==> config.mk <==
export PLATFORM = sky130hd
export DESIGN_NAME = cv32e40p_sleep_sequencer
export DESIGN_NICKNAME = d
export VERILOG_FILES = /design/src/rtl/cv32e40p_sleep_sequencer.sv
export SDC_FILE = /design/constraint.sdc
export NUM_CORES = 1
export LEC_CHECK = 0
export ABC_AREA = 1
export CORE_ASPECT_RATIO = 0.9
export CORE_UTILIZATION = 36
export DETAILED_ROUTE_END_ITERATION = 10
export PLACE_DENSITY = 0.62
export REMOVE_ABC_BUFFERS = 1
export SKIP_LAST_GASP = 1
export SYNTH_ARGS = -nofsm -noshare
export SYNTH_HDL_FRONTEND = slang
export SYNTH_SLANG_ARGS = --single-unit
==> constraint.sdc <==
create_clock -name clk_ungated_i -period 1.6 [get_ports clk_ungated_i]
set_input_delay 0.24 -clock clk_ungated_i [delete_from_list [all_inputs] [get_ports clk_ungated_i]]
set_output_delay 0.24 -clock clk_ungated_i [all_outputs]
set_load 0.01 [all_outputs]
==> src/rtl/cv32e40p_sleep_sequencer.sv <==
// WFI sleep sequencer: drains the pipeline, gates the core clock, reopens it on wake
// and retires the WFI after a settle period. Runs on the free-running clock.
module cv32e40p_sleep_sequencer #(
    parameter int WAKE_DELAY = 2,
    parameter int CNT_W      = 4
) (
    input  logic             clk_ungated_i,
    input  logic             rst_n,
    input  logic             fetch_enable_i,
    input  logic             wfi_req_i,
    input  logic             debug_no_sleep_i,
    input  logic             if_busy_i,
    input  logic             lsu_busy_i,
    input  logic             apu_busy_i,
    input  logic             wake_i,
    output logic             clock_en_o,
    output logic             core_sleep_o,
    output logic             wfi_ack_o,
    output logic             fetch_enable_o,
    output logic [2:0]       state_o
);

    typedef enum logic [2:0] {
        ST_RESET = 3'd0,
        ST_RUN   = 3'd1,
        ST_DRAIN = 3'd2,
        ST_SLEEP = 3'd3,
        ST_WAKE  = 3'd4
    } state_t;

    localparam logic [CNT_W-1:0] LP_WAKE_LOAD =
        (WAKE_DELAY > 0) ? CNT_W'(WAKE_DELAY - 1) : '0;

    state_t             r_state;
    state_t             w_state_next;
    logic [CNT_W-1:0]   r_cnt;
    logic [CNT_W-1:0]   w_cnt_next;
    logic               r_fetch_en;
    logic               w_fetch_en_next;
    logic               r_wfi_ack;
    logic               w_ack_next;
    logic               w_any_busy;
    logic               w_clock_en;

    assign w_any_busy = if_busy_i | lsu_busy_i | apu_busy_i;

    always_ff @(posedge clk_ungated_i or negedge rst_n) begin
        if (!rst_n) begin
            r_state    <= ST_RESET;
            r_cnt      <= '0;
            r_fetch_en <= 1'b0;
            r_wfi_ack  <= 1'b0;
        end else begin
            r_state    <= w_state_next;
            r_cnt      <= w_cnt_next;
            r_fetch_en <= w_fetch_en_next;
            r_wfi_ack  <= w_ack_next;
        end
    end

    always_comb begin
        w_state_next    = r_state;
        w_cnt_next      = r_cnt;
        w_ack_next      = 1'b0;
        w_fetch_en_next = r_fetch_en | fetch_enable_i;
        case (r_state)
            ST_RESET: begin
                if (w_fetch_en_next) w_state_next = ST_RUN;
            end
            ST_RUN: begin
                // A WFI under a debug condition retires immediately as a NOP.
                if (wfi_req_i && !debug_no_sleep_i) w_state_next = ST_DRAIN;
                else if (wfi_req_i)                 w_ack_next   = 1'b1;
            end
            ST_DRAIN: begin
                if (wake_i || debug_no_sleep_i) begin
                    w_state_next = ST_RUN;
                    w_ack_next   = 1'b1;
                end else if (!w_any_busy) begin
                    w_state_next = ST_SLEEP;
                end
            end
            ST_SLEEP: begin
                if (wake_i) begin
                    if (WAKE_DELAY == 0) begin
                        w_state_next = ST_RUN;
                        w_ack_next   = 1'b1;
                    end else begin
                        w_state_next = ST_WAKE;
                        w_cnt_next   = LP_WAKE_LOAD;
                    end
                end
            end
            ST_WAKE: begin
                if (r_cnt == '0) begin
                    w_state_next = ST_RUN;
                    w_ack_next   = 1'b1;
                end else begin
                    w_cnt_next = r_cnt - CNT_W'(1);
                end
            end
            default: w_state_next = ST_RESET;
        endcase
    end

    always_comb begin
        w_clock_en   = 1'b0;
        core_sleep_o = 1'b0;
        case (r_state)
            ST_RESET: w_clock_en = fetch_enable_i | r_fetch_en;
            ST_RUN,
            ST_DRAIN,
            ST_WAKE:  w_clock_en = 1'b1;
            ST_SLEEP: begin
                w_clock_en   = wake_i;
                core_sleep_o = !wake_i;
            end
            default:  w_clock_en = 1'b0;
        endcase
        // The gate must close the instant reset is applied, whatever fetch_enable_i does.
        clock_en_o = w_clock_en & rst_n;
    end

    assign wfi_ack_o      = r_wfi_ack;
    assign fetch_enable_o = r_fetch_en;
    assign state_o        = r_state;

    a_no_busy_in_sleep: assert property (@(posedge clk_ungated_i) disable iff (!rst_n)
        (r_state == ST_SLEEP) |-> !w_any_busy);

    a_sleep_gated: assert property (@(posedge clk_ungated_i) disable iff (!rst_n)
        core_sleep_o |-> !clock_en_o);

    a_sleep_frozen: assert property (@(posedge clk_ungated_i) disable iff (!rst_n)
        core_sleep_o |-> (w_state_next == r_state && w_cnt_next == r_cnt &&
                          w_fetch_en_next == r_fetch_en && w_ack_next == r_wfi_ack));

    a_ack_single: assert property (@(posedge clk_ungated_i) disable iff (!rst_n)
        wfi_ack_o |=> !wfi_ack_o);

endmodule
* After elaboration in Yosys (flattened, before gate mapping)
Index checks and enable logic that the tools add are counted.
Storage, ports and cells: flip-flop bits (word level) 9, input bits 9, output and inout bits 7, word-level logic and storage cells 46
Operators by class: add/sub/neg operators 1, equal/unequal tests 10, multiplexer cells 17, bitwise operators 4, reduce and logical (&&, ||, !) cells 10
Operators with widths (count):
- 2-to-1 mux 3 bit | 6
- one-hot mux 3 bit (5 select lines) | 1
- inequality test 2 bit, second input constant | 5
- 2-to-1 mux 4 bit | 2
- one-hot mux 4 bit (2 select lines) | 1
- == test 3 x 2 -> 1 bit, second input constant | 2
- one-hot mux 1 bit (3 select lines) | 2
- 2-to-1 mux 1 bit | 5
- AND reduction 5 bit | 1
- zero test 4 bit | 1
- subtractor 4 x 1 -> 4 bit, second input constant | 1
- == test 3 x 1 -> 1 bit, second input constant | 1
- == test 3 bit, second input constant | 1
- zero test 3 bit | 1
- inequality test 3 bit, second input constant | 1
- OR 1 bit | 3
- AND reduction 3 bit | 1
- OR reduction 3 bit | 1
- zero test 1 bit | 2
- nonzero test 2 bit | 1
- AND 1 bit | 1
- logical AND 1 bit | 1
- logical OR 1 bit | 1

* Longest topological paths before layout
depth after elaboration 5, mapped depth 9, mapped depth without buffers 9

* Worst setup path before layout
Ideal clock, no wire load.
path type reg2out, start point reg r_state[2] (netlist: state_o[2]), end point out clock_en_o, arrival time 1.162 ns, data required time 1.360 ns, path slack 0.198 ns, stages on the path, launching flop included 6, buffers on the path 0, path through dfrtp_1 -> inv_2 -> nand3_1 -> nor2_1 -> nor2_1 -> a21boi_0
On the way: cells in the longest elaborated chain, start to end 4, elaborated cells on any way between the ends 8, classes of those cells eq/ne (4); mux (1); bitwise (1); reduce/logical (2)
Ends and longest elaborated chain:
- from (decl) | RTL line 34 | state_t r_state;
- from (signal assigned) | RTL line 54 | r_state <= w_state_next;
- == test 3 bit, or another cell as far along | RTL line 109 | case (r_state)
- OR reduction 3 bit | RTL line 109
- one-hot mux 1 bit (3 select lines) (*) | RTL line 109
- AND 1 bit (*) | RTL line 121 | clock_en_o = w_clock_en & rst_n;
- to (decl) | RTL line 16 | output logic clock_en_o,
Mark *: on every way between the ends. The rest lies on a longest branch, timed or not.

* Worst setup path in the final report
start point reg r_state[1] (netlist: state_o[1]), end point out clock_en_o
Same word-level chain as after synthesis.

==> metrics.yaml <==
result_of_the_run: "completed"
setup.worst_path.class: "reg -> out"
synth_edf_count: 0
worst_flop_to_flop_path_startpoint: "r_cnt[0]"
finalSetupViolCount: 0
final.setup_skew_ns: 0.003365
holdWs_ns: 0.3100
cp_max_fanout: 6
max_root_sink_buffers: 2
place_congestion: 0.8123
cts_buffers: 3
floorplan.rows: 13
wirelength_mm: 1.745
max_freq_mhz: 625.2
area_growth_pct: 76.59
htree_num_levels: 1
initial_core_util: 0.3906
detail_route.first_pass.iterations: 6
postPlaceCellArea_um2: 883.3
fp.dieH_um: 39.81
layout-drive-gt1-share: 0.3846
cpMaxStageDelayCell: "dfrtp_2"
cellLeakagePower_uw: 0.0005452
clock-root-buffer: "clkbuf_4"
synth_cell_type_count: 19
r2r_cells: 9
critical_path.reg2reg.endpoint: "state_o[1]"
synth.area.top_cells: "dfrtp_1, nand2_1, nor2_1"
power.ir.vdd_worst_mv: 0.9845
cts_hold_buffers: 0
vias_per_cell: 4.786
max_slew_margin: 0.8581
synth-seq-cells: 9
routed-via-count: 694
worst_pin_slew_ns: 0.2128
worst_setup_path_end_kind: "output port"
post_synth_fa_ha_maj_area_fraction: 0.02188
cellPowerDensity_nw_per_um2: 1641
mean_instance_size_in_the_synthesized_netlist_um2: 6.889
fin_util: 0.6897
post_route_antenna_net_violation_count: 0
synth_top_family_by_area: "simple AND/OR/NAND/NOR gates"
grt_first_pass_wirelength_mm: 2.670
grt_start_max_net_pins: 10
rsz0062_at_grt: "yes"
synth.largest_area_cell: "dfrtp_1"
yosys_warnings: 0
yosysMostFrequentCell: "nand2_1"
post_synth_mux_area_share: 0
layout.nets: 141
grt.overflow.total: 0
fin_area_um2: 1010
max_cap_violations: 0
clock_insertion_delay_at_the_later_pin_of_the_skew_report_ns: 0.26
worstSetupStartpointType: "register"
detailedPlacementHpwl_mm: 1.193
critical_path.max_stage_delay_ns: 0.49
synth_compound_area_frac: 0.06565
fill_cells: 125
gr-usage-all-layers: 0.2222
num_antenna_cells: 0
hold_viol_final: 0
layout_min_cycle_time_ns: 1.599
cts_num_sinks: 9
antenna_found_initial: 0
first_iter_violations: 35
io_buffers: 15
syn_area_um2: 571.8
synth_flop_cell: "dfrtp_1"
io_pins: 16
multi_input_area_um2: 334.1
ys_top_cells_by_count: "nand2_1, nor2_1, inv_1"
area_occupied_by_registers_um2: 227.7
timing.critical_path.arrival_ns: 1.36
synth_top_area_share: 0.3939
tritoncts_clock_tree: "built"
cts.reportedPaths.clkPinSlew_ns: 0.06
critPathRequiredTime_ns: 1.36
crit_path_cell_trace: "nor2_4 > nand2_2 > nand3_2 > nor2_1 > a21boi_1 > buf_2"
ff2ff_setup_slack_ns: 0.12
syn-instance-count: 83
hold_path_class: "in -> async"
synthXorXnorAreaFrac: 0.01532
post-route-drc-count: 0
core-area_um2: 1464
design.die.area_um2: 1752
synth_simple_gate_area_frac: 0.4245
number_of_global_route_vias_before_repair: 633
timing.final.crit_share: 0.9996
final-max-slew-violation-count: 0
critPathCapture: "clock_en_o"
post_drt_wl_per_cell_um: 12.03
share_of_flip_flops_with_an_asynchronous_set_or_reset_after_synthesis: 1.000
seq_area_frac_synth: 0.3939
die_w_um: 44.01
crit_start: "state_o[1]"
[area by class of cell]
class	instances	area share
inverter	12	0.04709
tap	15	0.01859
clock buffer	4	0.02602
multi-input combinational	62	0.3309
sequential	9	0.2255
timing repair buffer	43	0.3519
[worst max-delay path, delay by kind of cell (launching register included)]
family / cells / cell delay [ns]
flip-flops: 1 / 0.49
AND/OR/NAND/NOR: 4 / 0.34
AO/OA/AOI/OAI: 1 / 0.13
buffers and inverters: 1 / 0.14
[metrics by stage]
| step | setup slack, ns | power (µW) | setup TNS [ns] | std cells |
|---|---|---|---|---|
| after floorplan | 0.1981 | 822.3 | 0 | 83 |
| final | 0.0005912 | 1657 | 0 | 145 |
| after CTS | 0.0005260 | 1543 | 0 | 142 |
| after detailed placement | -0.3438 | 1273 | -0.4891 | 132 |
| after global placement | -0.3051 | 1262 | -0.4582 | 132 |
| after global routing | -0.1064 | 1797 | -0.1064 | 145 |
[cells by family after synthesis]
logic type,count (synthesis)
AOI/OAI and AO/OA,6
adders and majority gates,1
buffers and inverters,12
and+or+nand+nor,54
xor gates and xnor gates,1
DFF,9
[routing by layer]
layer,vias up,GRT usage,wire length [µm]
met3,2,0.08756,75
met5,-,0,0
met4,0,0.05303,9
met1,320,0.2597,792
met2,16,0.3824,867
li1,356,-,-
[where the power goes]
part | switching, µW | total (µW) | internal (µW)
registers | 94.6 | 406 | 312
logic | 510 | 1080 | 571
clock network | 74.6 | 170 | 95.8
[sequential cells by signal, indices dropped and copies added (netlist names)]
signal / count
fetch_enable_o: 1
r_cnt: 4
state_o: 3
wfi_ack_o: 1
[timing repair]
item,CTS,global route
gates resized for setup,12,11
pin swaps,2,5
setup endpoints to repair,3,4
setup buffers,6,3
[worst min path at each step]
| stage | start | endpoint | slack, ns | depth (start not counted) |
|---|---|---|---|---|
| floorplan | rst_n | fetch_enable_o | -0.06 | 0 |
| global placement | fetch_enable_o | fetch_enable_o | 0.48 | 2 |
| detailed placement | fetch_enable_o | fetch_enable_o | 0.48 | 2 |
| CTS | rst_n | state_o[2] | 0.32 | 2 |
| global route | rst_n | r_cnt[2] | 0.34 | 2 |
| finish | rst_n | r_cnt[0] | 0.31 | 2 |
[cells in the final DEF, fill, tap and decap left out, drive strengths merged, types with 2 or more instances in the layout]
cell,n
buf,30
clkbuf,4
clkdlybuf4s50,11
dfrtp,9
dlymetal6s2s,2
inv,12
nand2,22
nand3,10
nand4,2
nor2,20
o21ai,2
Power figures use the tool's default switching activity.
